--- config.mk ---
export PLATFORM = sky130hd
export DESIGN_NAME = ser_arbiter_flat
export DESIGN_NICKNAME = d
export VERILOG_FILES = /design/src/rtl/ser_pkg.sv /design/src/rtl/ser_arbiter_if.sv /design/src/rtl/ser_arbiter_rr_pick.sv /design/src/rtl/ser_arbiter.sv /design/src/flat_wrapper.sv
export SDC_FILE = /design/constraint.sdc
export NUM_CORES = 1
export LEC_CHECK = 0
export CAP_MARGIN = 20
export CELL_PAD_IN_SITES_DETAIL_PLACEMENT = 1
export CELL_PAD_IN_SITES_GLOBAL_PLACEMENT = 1
export CORE_ASPECT_RATIO = 1.4
export CORE_MARGIN = 1
export CORE_UTILIZATION = 31
export DETAILED_ROUTE_END_ITERATION = 12
export PLACE_DENSITY = 0.89
export SYNTH_ARGS = -nofsm -noshare
export SYNTH_HDL_FRONTEND = slang
export SYNTH_SLANG_ARGS = --single-unit
--- constraint.sdc ---
create_clock -name clk -period 2.57 [get_ports clk]
set_input_delay 0.514 -clock clk [delete_from_list [all_inputs] [get_ports clk]]
set_output_delay 0.514 -clock clk [all_outputs]
set_load 0.01 [all_outputs]
--- src/rtl/ser_pkg.sv ---
// Shared types and helpers for the byte serializer and its round-robin load arbiter.
package ser_pkg;

    localparam int DATA_W_DFLT = 8;

    typedef enum logic [1:0] {
        IDLE      = 2'd0,
        WAIT_BUSY = 2'd1,
        WAIT_DONE = 2'd2
    } ser_arb_state_t;

    // Never returns less than 1 so the result can always size a vector.
    function automatic int clog2(input int value);
        int r;
        r = 0;
        while ((1 << r) < value) begin
            r = r + 1;
        end
        if (r == 0) begin
            r = 1;
        end
        return r;
    endfunction

endpackage

--- src/rtl/ser_arbiter_if.sv ---
// Requester/serializer bundle for ser_arbiter; slave is the arbiter side, master the producers and serializer.
interface ser_arbiter_if
    import ser_pkg::*;
#(
    parameter int N_REQ  = 4,
    parameter int DATA_W = DATA_W_DFLT
) ();

    localparam int ID_W = clog2(N_REQ);

    logic [N_REQ-1:0]        req;
    logic [N_REQ*DATA_W-1:0] req_data;
    logic [N_REQ-1:0]        gnt;
    logic                    ser_load;
    logic [DATA_W-1:0]       ser_data;
    logic [ID_W-1:0]         ser_id;
    logic                    ser_busy;
    logic                    arb_busy;
    logic                    err;

    modport slave (
        input  req,
        input  req_data,
        input  ser_busy,
        output gnt,
        output ser_load,
        output ser_data,
        output ser_id,
        output arb_busy,
        output err
    );

    modport master (
        output req,
        output req_data,
        output ser_busy,
        input  gnt,
        input  ser_load,
        input  ser_data,
        input  ser_id,
        input  arb_busy,
        input  err
    );

endinterface

--- src/rtl/ser_arbiter_rr_pick.sv ---
// Combinational round-robin picker: first set request scanning upward from ptr+1, wrapping at N_REQ.
module rr_pick
    import ser_pkg::*;
#(
    parameter int N_REQ = 4,
    parameter int ID_W  = clog2(N_REQ)
) (
    input  logic [N_REQ-1:0] req_i,
    input  logic [ID_W-1:0]  ptr_i,
    output logic [N_REQ-1:0] win_oh_o,
    output logic [ID_W-1:0]  win_idx_o,
    output logic             win_any_o
);

    logic [N_REQ-1:0] win_oh_s;
    logic [ID_W-1:0]  win_idx_s;
    logic             win_any_s;
    logic [ID_W-1:0]  cand_s;

    // Priority scan; k runs 1..N_REQ so the last-granted index is checked last.
    always_comb begin
        win_oh_s  = '0;
        win_idx_s = '0;
        win_any_s = 1'b0;
        cand_s    = '0;
        for (int k = 1; k <= N_REQ; k++) begin
            cand_s = ID_W'((int'(ptr_i) + k) % N_REQ);
            if (!win_any_s && req_i[cand_s]) begin
                win_any_s        = 1'b1;
                win_oh_s[cand_s] = 1'b1;
                win_idx_s        = cand_s;
            end else begin
                win_any_s = win_any_s;
            end
        end
    end

    assign win_oh_o  = win_oh_s;
    assign win_idx_o = win_idx_s;
    assign win_any_o = win_any_s;

endmodule

--- src/rtl/ser_arbiter.sv ---
// Round-robin arbiter and load sequencer sharing one byte serializer; one grant per complete busy frame.
// Optional watchdog enabled by defining SER_ARB_TIMEOUT_EN.
module ser_arbiter
    import ser_pkg::*;
#(
    parameter int N_REQ       = 4,
    parameter int DATA_W      = DATA_W_DFLT,
    parameter int TIMEOUT_CYC = 4096
) (
    input  logic         clk,
    input  logic         rst,
    ser_arbiter_if.slave bus
);

    localparam int ID_W = clog2(N_REQ);

    if (N_REQ < 2 || N_REQ > 8) begin : g_bad_n_req
        $error("ser_arbiter: N_REQ must be in 2..8");
    end
    if (TIMEOUT_CYC < 2) begin : g_bad_timeout
        $error("ser_arbiter: TIMEOUT_CYC must be at least 2");
    end

    ser_arb_state_t    state_q, state_d;
    logic [ID_W-1:0]   ptr_q, ptr_d;
    logic [N_REQ-1:0]  gnt_q, gnt_d;
    logic              ser_load_q, ser_load_d;
    logic [DATA_W-1:0] ser_data_q, ser_data_d;
    logic [ID_W-1:0]   ser_id_q, ser_id_d;
    logic              arb_busy_q, arb_busy_d;
    logic              timeout_s;

    logic [N_REQ-1:0]  win_oh_s;
    logic [ID_W-1:0]   win_idx_s;
    logic              win_any_s;
    logic [DATA_W-1:0] lane_s [N_REQ];

    for (genvar i = 0; i < N_REQ; i++) begin : g_lane
        assign lane_s[i] = bus.req_data[i*DATA_W +: DATA_W];
    end

    rr_pick #(
        .N_REQ (N_REQ),
        .ID_W  (ID_W)
    ) u_rr_pick (
        .req_i     (bus.req),
        .ptr_i     (ptr_q),
        .win_oh_o  (win_oh_s),
        .win_idx_o (win_idx_s),
        .win_any_o (win_any_s)
    );

    // FSM next state and registered output values.
    always_comb begin
        state_d    = state_q;
        ptr_d      = ptr_q;
        gnt_d      = '0;
        ser_load_d = 1'b0;
        ser_data_d = ser_data_q;
        ser_id_d   = ser_id_q;
        case (state_q)
            IDLE: begin
                if (win_any_s) begin
                    gnt_d      = win_oh_s;
                    ser_load_d = 1'b1;
                    ser_data_d = lane_s[win_idx_s];
                    ser_id_d   = win_idx_s;
                    ptr_d      = win_idx_s;
                    state_d    = WAIT_BUSY;
                end else begin
                    state_d = IDLE;
                end
            end
            WAIT_BUSY: begin
                if (timeout_s) begin
                    state_d = IDLE;
                end else if (bus.ser_busy) begin
                    state_d = WAIT_DONE;
                end else begin
                    state_d = WAIT_BUSY;
                end
            end
            WAIT_DONE: begin
                if (timeout_s) begin
                    state_d = IDLE;
                end else if (!bus.ser_busy) begin
                    state_d = IDLE;
                end else begin
                    state_d = WAIT_DONE;
                end
            end
            default: begin
                state_d = IDLE;
            end
        endcase
        arb_busy_d = (state_d != IDLE);
    end

    // State and output registers.
    always_ff @(posedge clk) begin
        if (rst) begin
            state_q    <= IDLE;
            ptr_q      <= ID_W'(N_REQ - 1);
            gnt_q      <= '0;
            ser_load_q <= 1'b0;
            ser_data_q <= '0;
            ser_id_q   <= '0;
            arb_busy_q <= 1'b0;
        end else begin
            state_q    <= state_d;
            ptr_q      <= ptr_d;
            gnt_q      <= gnt_d;
            ser_load_q <= ser_load_d;
            ser_data_q <= ser_data_d;
            ser_id_q   <= ser_id_d;
            arb_busy_q <= arb_busy_d;
        end
    end

`ifdef SER_ARB_TIMEOUT_EN
    localparam int CNT_W = clog2(TIMEOUT_CYC);

    logic [CNT_W-1:0] cnt_q, cnt_d;
    logic             err_q;

    // The counter is 0 in IDLE, so the watchdog can only fire from a wait state.
    always_comb begin
        timeout_s = (cnt_q == CNT_W'(TIMEOUT_CYC - 1));
        if (state_q == IDLE || state_d != state_q) begin
            cnt_d = '0;
        end else begin
            cnt_d = cnt_q + CNT_W'(1);
        end
    end

    // Watchdog counter and error pulse registers.
    always_ff @(posedge clk) begin
        if (rst) begin
            cnt_q <= '0;
            err_q <= 1'b0;
        end else begin
            cnt_q <= cnt_d;
            err_q <= timeout_s;
        end
    end

    assign bus.err = err_q;
`else
    assign timeout_s = 1'b0;
    assign bus.err   = 1'b0;
`endif

    assign bus.gnt      = gnt_q;
    assign bus.ser_load = ser_load_q;
    assign bus.ser_data = ser_data_q;
    assign bus.ser_id   = ser_id_q;
    assign bus.arb_busy = arb_busy_q;

endmodule
--- src/flat_wrapper.sv ---
// flat-port wrapper written by rule: the top's interface ports become plain ports
module ser_arbiter_flat import ser_pkg::*;
#(
    parameter int N_REQ       = 4,
    parameter int DATA_W      = DATA_W_DFLT,
    parameter int TIMEOUT_CYC = 4096
)
  (clk, rst, bus_req, bus_req_data, bus_ser_busy, bus_gnt, bus_ser_load, bus_ser_data, bus_ser_id, bus_arb_busy, bus_err);
  ser_arbiter_if #(.N_REQ(N_REQ), .DATA_W(DATA_W)) bus_i ();
  input  logic clk;
  input  logic rst;
  input wire logic [$bits(bus_i.req)-1:0] bus_req;
  input wire logic [$bits(bus_i.req_data)-1:0] bus_req_data;
  input wire logic [$bits(bus_i.ser_busy)-1:0] bus_ser_busy;
  output wire logic [$bits(bus_i.gnt)-1:0] bus_gnt;
  output wire logic [$bits(bus_i.ser_load)-1:0] bus_ser_load;
  output wire logic [$bits(bus_i.ser_data)-1:0] bus_ser_data;
  output wire logic [$bits(bus_i.ser_id)-1:0] bus_ser_id;
  output wire logic [$bits(bus_i.arb_busy)-1:0] bus_arb_busy;
  output wire logic [$bits(bus_i.err)-1:0] bus_err;
  assign bus_i.req = bus_req;
  assign bus_i.req_data = bus_req_data;
  assign bus_i.ser_busy = bus_ser_busy;
  assign bus_gnt = bus_i.gnt;
  assign bus_ser_load = bus_i.ser_load;
  assign bus_ser_data = bus_i.ser_data;
  assign bus_ser_id = bus_i.ser_id;
  assign bus_arb_busy = bus_i.arb_busy;
  assign bus_err = bus_i.err;
  ser_arbiter #(.N_REQ(N_REQ), .DATA_W(DATA_W), .TIMEOUT_CYC(TIMEOUT_CYC)) u_core (.clk(clk), .rst(rst), .bus(bus_i));
endmodule
Yosys cells after proc, flatten, opt, wreduce, memory -nomap -nowiden
Cells that the tools add are included.
{"block": "word_totals", "regBits": 20, "input_bits": 39, "output_inout_bits": 17, "elab_cells": 79}
{"block": "classes", "add_sub_neg": 4, "magnitude_cmp": 9, "n_eq_ne": 2, "n_mux": 36, "bitwise_logic": 6, "reduce_logical": 15}
{"cell": "8-bit binary-select mux with 2-bit select", "count": 1}
{"cell": "4-bit 2-to-1 mux", "count": 4}
{"cell": "8-bit 2-to-1 mux", "count": 2}
{"cell": "1-bit 2-to-1 mux", "count": 14}
{"cell": "2-bit by 3-bit less-than comparator with 1-bit output (second input constant)", "count": 4}
{"cell": "2-bit 2-to-1 mux", "count": 6}
{"cell": "4-bit bitwise OR", "count": 3}
{"cell": "1-bit binary-select mux with 2-bit select", "count": 4}
{"cell": "1-bit demux with 2-bit select", "count": 4}
{"cell": "2-bit by 1-bit >= comparator with 1-bit output (second input constant)", "count": 4}
{"cell": "1-bit logical AND", "count": 7}
{"cell": "2-bit case mux with 3 select lines", "count": 1}
{"cell": "2-bit by 1-bit adder with 2-bit output (second input constant)", "count": 2}
{"cell": "2-bit adder (second input constant)", "count": 2}
{"cell": "3-bit >= comparator (second input constant)", "count": 1}
{"cell": "1-bit zero test", "count": 3}
{"cell": "2-bit NOT with 3-bit output", "count": 1}
{"cell": "3-bit OR reduction", "count": 1}
{"cell": "2-bit by 1-bit == test with 1-bit output (second input constant)", "count": 1}
{"cell": "2-bit == test (second input constant)", "count": 1}
{"cell": "2-bit zero test", "count": 1}
{"cell": "1-bit NOT", "count": 2}
{"cell": "2-bit AND reduction", "count": 1}
{"cell": "2-bit nonzero test", "count": 1}
{"cell": "2-bit OR reduction", "count": 1}

Logic depth before layout (Yosys ltp)
Gate-level depths: netlist of run 1.
{"block": "logic_depth", "word_depth": 17, "mapped_depth": 11, "depth_no_buf": 7}

Modules after synthesis
A second synthesis of run 1 with hierarchy kept.
{"block": "hier_totals", "hier_cells": 148, "area_unflattened_um2": 1383.8}
{"module": "ser_arbiter", "instances": 1, "cells_per_inst": 80, "area_per_inst_um2": 858.3}
{"module": "rr_pick", "instances": 1, "cells_per_inst": 68, "area_per_inst_um2": 525.5}

Least setup slack after synthesis of run 1
Ideal clock, no wire load.
{"block": "synth_timing", "path_type": "flip-flop to flip-flop", "startpoint": "register u_core.ptr_q[0]", "endpoint": "register u_core.ser_data_q[0], in the netlist u_core.bus.ser_data[0]", "arrival_ns": 2.513, "required_ns": 2.441, "setup_slack_ns": -0.072, "path_stages_with_launch": 11, "period_less_slack_ns": 2.642, "cell_sequence": "dfxtp_1 > buf_6 > inv_1 > ha_1 > buf_2 > mux4_2 > or2_4 > a32oi_4 > and3_1 > buf_4 > a311oi_1"}
{"block": "synth_via", "elab_chain_cells": 17, "elab_cells_between_ends": 31, "cone_classes": "4 x add/sub; 19 x mux; 1 x bitwise; 7 x reduce/logical"}
{"item": "from (decl)", "line_no": "ser_arbiter.sv:25", "source": "logic [ID_W-1:0] ptr_q, ptr_d;"}
{"item": "from (signal assigned)", "line_no": "ser_arbiter.sv:103", "source": "ptr_q <= ID_W'(N_REQ - 1);"}
{"item": "from (signal assigned)", "line_no": "ser_arbiter.sv:111", "source": "ptr_q <= ptr_d;"}
{"item": "2-bit by 1-bit adder with 2-bit output", "line_no": "ser_arbiter_rr_pick.sv:27", "source": "cand_s = ID_W'((int'(ptr_i) + k) % N_REQ);"}
{"item": "1-bit binary-select mux with 2-bit select", "line_no": "ser_arbiter_rr_pick.sv:28", "source": "if (!win_any_s && req_i[cand_s]) begin"}
{"item": "1-bit 2-to-1 mux (not written as such)", "line_no": "ser_arbiter_rr_pick.sv:28"}
{"item": "1-bit 2-to-1 mux", "line_no": "ser_arbiter_rr_pick.sv:28"}
{"item": "1-bit zero test", "line_no": "ser_arbiter_rr_pick.sv:28"}
{"item": "1-bit logical AND", "line_no": "ser_arbiter_rr_pick.sv:28"}
{"item": "1-bit 2-to-1 mux", "line_no": "ser_arbiter_rr_pick.sv:28"}
{"item": "1-bit zero test", "line_no": "ser_arbiter_rr_pick.sv:28"}
{"item": "1-bit logical AND", "line_no": "ser_arbiter_rr_pick.sv:28"}
{"item": "1-bit 2-to-1 mux", "line_no": "ser_arbiter_rr_pick.sv:28"}
{"item": "1-bit zero test", "line_no": "ser_arbiter_rr_pick.sv:28"}
{"item": "1-bit logical AND", "line_no": "ser_arbiter_rr_pick.sv:28"}
{"item": "2-bit 2-to-1 mux", "line_no": "ser_arbiter_rr_pick.sv:28"}
{"item": "2-bit NOT with 3-bit output (not written as such)", "line_no": "ser_arbiter.sv:66", "source": "ser_data_d = lane_s[win_idx_s];"}
{"item": "8-bit binary-select mux with 2-bit select", "line_no": "ser_arbiter.sv:66"}
{"item": "8-bit 2-to-1 mux (not written as such) (2 in a row)", "line_no": "ser_arbiter.sv:66"}
{"item": "to (signal assigned)", "line_no": "ser_arbiter.sv:114", "source": "ser_data_q <= ser_data_d;"}
{"item": "to (decl)", "line_no": "ser_arbiter.sv:28", "source": "logic [DATA_W-1:0] ser_data_q, ser_data_d;"}
Parallel ways exist; a longest one is shown, timed or not. The select of a mux whose other input is x is not followed.
A chain may end at the register's enable or synchronous reset.

Worst setup path after layout of run 1
{"block": "layout_timing", "startpoint": "register u_core.ptr_q[0]", "endpoint": "register u_core.ser_data_q[5], in the netlist u_core.bus.ser_data[5]"}
Same word-level chain as after synthesis.

==> results.json, run 1 <==
{
  "status": "finished clean",
  "die_y_um": 91.9,
  "ir_drop_uv": 353,
  "finalNetCount": 321,
  "antenna_cells": 0,
  "wire_per_inst_um": 16.9,
  "synth_area_leaders": "dfxtp_1 22%, mux2i_1 7.3%, a211oi_1 7.1%, ha_1 5.6%, o21ai_0 5.6%",
  "ys.flop_type": "dfxtp_1",
  "netlist_area_mm2": 0.00179,
  "switching_power_mw": 1.37,
  "p_int_mw": 1.66,
  "dp_slack_ps": -330,
  "required_ps": 2700,
  "hold_violations": 0,
  "synth_top_area_share_pct": 22.4,
  "clkLatencyLatePin_ps": 250,
  "crit_type": "reg2reg",
  "rows": 32,
  "firstDrtPassIters": 4,
  "ys_seq_area_share_pct": 22.4,
  "fp.coreArea_mm2": 0.00553,
  "grt_max_degree": 25,
  "dieWidth_um": 66.2,
  "cts.clk_slew.worst_paths_ps": 70,
  "cts_buffer_depth": 2,
  "maxSlewViolCount": 0,
  "combinationalPowerShare_pct": 75.1,
  "io_pins": 56,
  "vias": 1922,
  "root_buffer": "clkbuf_8",
  "routabilityCongestion": 0.833,
  "die-area_mm2": 0.00608,
  "crit_path_start_kind": "flop",
  "ctsHtreeMaxLevel": 1,
  "numClockSinks": 20,
  "drive_above_1_share_pct": 20.9,
  "synth_cell_types": 47,
  "ys_ff_latch": 20,
  "p_total_mw": 3.03,
  "overflow": 0,
  "initial_utilization_pct": 32.4,
  "synth_cells": 204,
  "synth_common_cells": "20 x dfxtp_1, 20 x o21ai_0, 17 x a211oi_1, 13 x mux2i_1",
  "max_slew_margin_pct": 66.2,
  "io_buffer_count": 54,
  "setup_ws_ps": 89.6,
  "min_path_type": "reg2reg",
  "min_period_over_period_pct": 96.5,
  "syn_nets": 251,
  "crit_slowest_cell": "mux2_1",
  "ant_nets": 0,
  "area_growth_pct": 49.0,
  "cts_tree": "yes",
  "sequentialPowerShare_pct": 17.1,
  "grt_setup_unrepaired": "no",
  "power_density_mw_per_mm2": 1140,
  "avgSynthCellArea_um2": 8.77,
  "first_iter_violations": 103,
  "grt_pass1_wl_mm": 9.73,
  "sw_frac_of_total_pct": 45.2,
  "grt_usage_pct": 20.2,
  "cts_hold_buf": 0,
  "vias_per_cell": 5.64,
  "synth_edf_count": 0,
  "critPathTopFamily": "compound AO/OA/AOI/OAI gates",
  "wl_mm": 5.78,
  "tightest_slew_ps": 505,
  "yosysWarnings": 0,
  "finClkSkew_ps": 1.98,
  "cp_max_fo": 10,
  "cts_setup_buffers": 0,
  "cp_slowest_stage_delay_ps": 440,
  "power.share.clock_pct": 7.8,
  "path_buf_inv": 2,
  "async_flop_share_pct": 0,
  "first_global_vias": 2005,
  "power.leakage_nw": 1.06,
  "path_cells": "inv_1 > ha_1 > buf_4 > mux2_1 > a211oi_1 > o21ai_0 > a221oi_2 > a311oi_1",
  "antenna_found_initial": 0,
  "synth.largest_area_cell": "dfxtp_1",
  "worst_setup_path_end_kind": "flop",
  "drcViolationCount": 0,
  "dp_hpwl_mm": 4.48,
  "cts_buffers": 3,
  "setup_viol": 0,
  "crit_arrival_ps": 2610,
  "min_period_ps": 2480,
  "max_freq_ghz": 0.403,
  "drv_cap": 0
}
-- power groups by stage --
stage          clock network (mW)  logic [mW]  registers, mW
2_1_floorplan                   0        1.26          0.553
3_3_place_gp                    0        2.05          0.512
3_5_place_dp                    0        2.12          0.524
4_1_cts                     0.241        2.18          0.517
5_1_grt                     0.254        2.45          0.534
6_report                    0.236        2.28          0.517
-- placed cells by master (no fill, tap or decap), types with 3 or more instances in the layout --
cell type and count:
clkdlybuf4s50_1 50, buf_4 26, o21ai_0 20, dfxtp_1 19, a211oi_1 17, mux2i_1 13, nand3_1 9, o21bai_1 9
a21oi_1 8, o31ai_1 8, ha_1 8, nand2_1 7, a311oi_1 6, nor2_1 5, a221oi_2 5, inv_1 4
mux4_2 4, a221o_1 4, clkbuf_8 4, nand2b_1 3, mux2_2 3, a221oi_1 3, dlymetal6s2s_1 3
-- routing by layer --
metal	global-route usage, %	up-vias	routed length [µm]
met4	5.50	0	58
met1	24.6	925	2450
met2	37.6	44	3130
met5	0	-	0
li1	-	949	-
met3	0.373	4	134
-- stage by stage --
stage,hold WS (ps),instances,setup TNS [ps],cell area [µm²],utilization [%]
finish,462,341,0,2670,48.3
global route,496,341,0,2670,48.3
CTS,470,341,0,2630,47.6
detailed placement,460,337,-3540,2560,46.3
global placement,448,337,-2180,2560,46.3
floorplan,481,204,0,1800,-
-- flip-flops by register name, indices dropped and copies added, names as in the netlist --
name,flops
u_core.bus.ser_id,2
u_core.bus.ser_data,8
u_core.bus.gnt,4
u_core.state_q,2
u_core.bus.ser_load,1
u_core.ptr_q,2
u_core.bus.arb_busy,1
-- kinds of logic (layout without fill, tap and decap cells) --
family	after synthesis	in the layout	share of synthesized area (%)
fa+ha+maj	8	8	5.59
xor+xnor	1	1	0.490
mux	21	21	15.0
other cells	1	1	0.210
flops	20	20	22.4
compound gates	91	91	36.9
simple gates	40	40	12.9
buf+inv	22	91	6.50
-- timing repair --
item / in CTS / in global routing
gates resized for setup: 6 / 10
gates cloned: 0 / 0
pin swaps: 2 / 3
setup endpoints to repair: 8 / 11
-- tightest hold or removal path, cell delays in order (launching register included) --
cell and delay [ps]:
dfxtp_1 310, nand2_1 50, a21oi_1 50
-- layout make-up --
type,count,area (µm²)
Fill cell,656,2860
Multi-Input combinational cell,162,1310
Timing Repair Buffer,83,793
Sequential cell,20,404
Tap cell,68,85.1
Clock buffer,4,55.1
Inverter,4,15.0
-- worst paths after layout --
path | from | slack (ps) | cells after the start | endpoint
hold reg to reg | u_core.bus.ser_id[1] | 460 | 2 | u_core.bus.ser_id[1]
hold / removal | u_core.bus.ser_id[1] | 460 | 2 | u_core.bus.ser_id[1]
setup / recovery | u_core.ptr_q[0] | 90 | 8 | u_core.bus.ser_data[5]
setup reg to reg | u_core.ptr_q[0] | 90 | 8 | u_core.bus.ser_data[5]
(Power assumes the default switching activity.)
==> run 2: changes to the inputs <==
RECOVER_POWER = 25   (was not set)
==> run 2 against run 1 <==
  * Power down 0.59%
  * Worst setup slack improved by 12 ps
  * Worst hold slack is essentially flat
  * Cell count unchanged
  * Wire length about the same
  * Final area is the same
  * Count of clock-buffer cells in the layout unchanged
  * Clock skew barely moved
  * Largest cell class unchanged
  * Highest routed layer unchanged
==> results.json, run 2 (synthesis gave the netlist of run 1 again) <==
{
  "max_slew_margin_pct": 66.1,
  "ir_drop_uv": 354,
  "root_buffer": "clkbuf_8",
  "wl_mm": 5.78,
  "final_common_cell": "clkdlybuf4s50_1",
  "required_ps": 2700,
  "critPathTopFamily": "compound AO/OA/AOI/OAI gates",
  "cp_slowest_stage_delay_ps": 440,
  "die_y_um": 91.9,
  "power.leakage_nw": 1.07,
  "routabilityCongestion": 0.833,
  "crit_type": "reg2reg",
  "drv_cap": 0,
  "clkLatencyLatePin_ps": 250,
  "finClkSkew_ps": 1.69,
  "io_buffer_count": 54,
  "ctsHtreeMaxLevel": 1,
  "area_growth_pct": 49.0,
  "numClockSinks": 20,
  "cp_max_fo": 10,
  "firstDrtPassIters": 4,
  "dp_hpwl_mm": 4.48,
  "final.setup.tns_ps": 0,
  "crit_path_start_kind": "flop",
  "power_density_mw_per_mm2": 1130,
  "first_global_vias": 2005,
  "setup_viol": 0,
  "finalNetCount": 321,
  "vias_per_cell": 5.65,
  "drive_above_1_share_pct": 20.9,
  "min_period_over_period_pct": 96.1,
  "worst_setup_path_end_kind": "flop",
  "overflow": 0,
  "cts_buffers": 3,
  "final_cell_mix": "42 x clkdlybuf4s50_1, 26 x buf_4, 20 x o21ai_0",
  "layout.cells.non_filler": 341,
  "placed_cells": 337,
  "grt_setup_unrepaired": "no",
  "cts.clk_slew.worst_paths_ps": 70,
  "cts_buffer_depth": 2,
  "initial_utilization_pct": 32.4,
  "vias": 1925,
  "antenna_cells": 0,
  "path_cells": "inv_1 > ha_1 > buf_4 > mux2_1 > a211oi_1 > o21ai_0 > a221oi_2 > a311oi_1",
  "hold_violations": 0,
  "die-area_mm2": 0.00608,
  "min_path_type": "reg2reg",
  "dp_slack_ps": -330,
  "grt_pass1_wl_mm": 9.73,
  "cts_hold_buf": 0,
  "max_freq_ghz": 0.405,
  "fin_hold_ws_ps": 462,
  "maxSlewViolCount": 0,
  "grt_max_degree": 25,
  "path_buf_inv": 2,
  "grt_usage_pct": 20.2,
  "fp.coreArea_mm2": 0.00553,
  "cts_tree": "yes",
  "io_pins": 56,
  "largest_register_ffs": 8,
  "drcViolationCount": 0,
  "rows": 32,
  "tightest_slew_ps": 506,
  "first_iter_violations": 103,
  "crit_slowest_cell": "mux2_1",
  "p_total_mw": 3.01,
  "ant_nets": 0,
  "antenna_found_initial": 0,
  "status": "finished clean",
  "setup_ws_ps": 101,
  "min_period_ps": 2470,
  "dieWidth_um": 66.2,
  "wire_per_inst_um": 16.9,
  "crit_arrival_ps": 2600
}
## run 2: cell types whose count changed in the layout (fill, tap and decap cells not counted)
| cell | delta |
|---|---|
| clkdlybuf4s50_1 | -8 |
| dlygate4sd3_1 | +8 |
## run 2: final timing paths
check        slack (ps)            startpoint  depth (start not counted)                endpoint
min                 460  u_core.bus.ser_id[1]                          2    u_core.bus.ser_id[1]
max reg2reg         100       u_core.ptr_q[0]                          8  u_core.bus.ser_data[5]
min reg2reg         460  u_core.bus.ser_id[1]                          2    u_core.bus.ser_id[1]
max                 100       u_core.ptr_q[0]                          8  u_core.bus.ser_data[5]
## run 2: power by group
part	switching, mW	leakage, nW	internal [mW]	total (mW)
sequential	0.0784	0.166	0.437	0.515
combinational	1.19	0.877	1.07	2.26
clock	0.100	0.0288	0.136	0.236
## run 2: worst reg2reg max path: stages, from the launching register on
cell      delay [ps]
dfxtp_4          430
inv_1             80
ha_1             340
buf_4            180
mux2_1           450
a211oi_1         300
o21ai_0          170
a221oi_2         320
a311oi_1          90
## run 2: repair_timing
action	in CTS	in global routing
pin swaps	2	3
hold endpoints to repair	0	0
setup buffers	0	0
endpoints found under the setup margin	8	11
resized for setup	6	10
## run 2: cell type report
type | instances | area (µm²)
multi-input cells | 162 | 1310
well taps | 68 | 85.1
clock buffers | 4 | 55.1
repair buffers | 83 | 793
flip-flops and latches | 20 | 404
inverters | 4 | 15.0
fillers | 656 | 2860
## run 2: per-layer routing
| layer | track usage [%] | share of wire, % | up-vias |
|---|---|---|---|
| li1 | - | - | 951 |
| met1 | 24.6 | 42 | 922 |
| met2 | 37.6 | 54 | 48 |
| met3 | 0.373 | 2.6 | 4 |
| met4 | 5.50 | 1.0 | 0 |
| met5 | 0 | 0 | - |
## run 2: metrics by stage
step / cell area [µm²] / util (%)
finish: 2670 / 48.3
global route: 2670 / 48.3
global placement: 2560 / 46.3
detailed placement: 2560 / 46.3
CTS: 2630 / 47.6
floorplan: 1800 / -
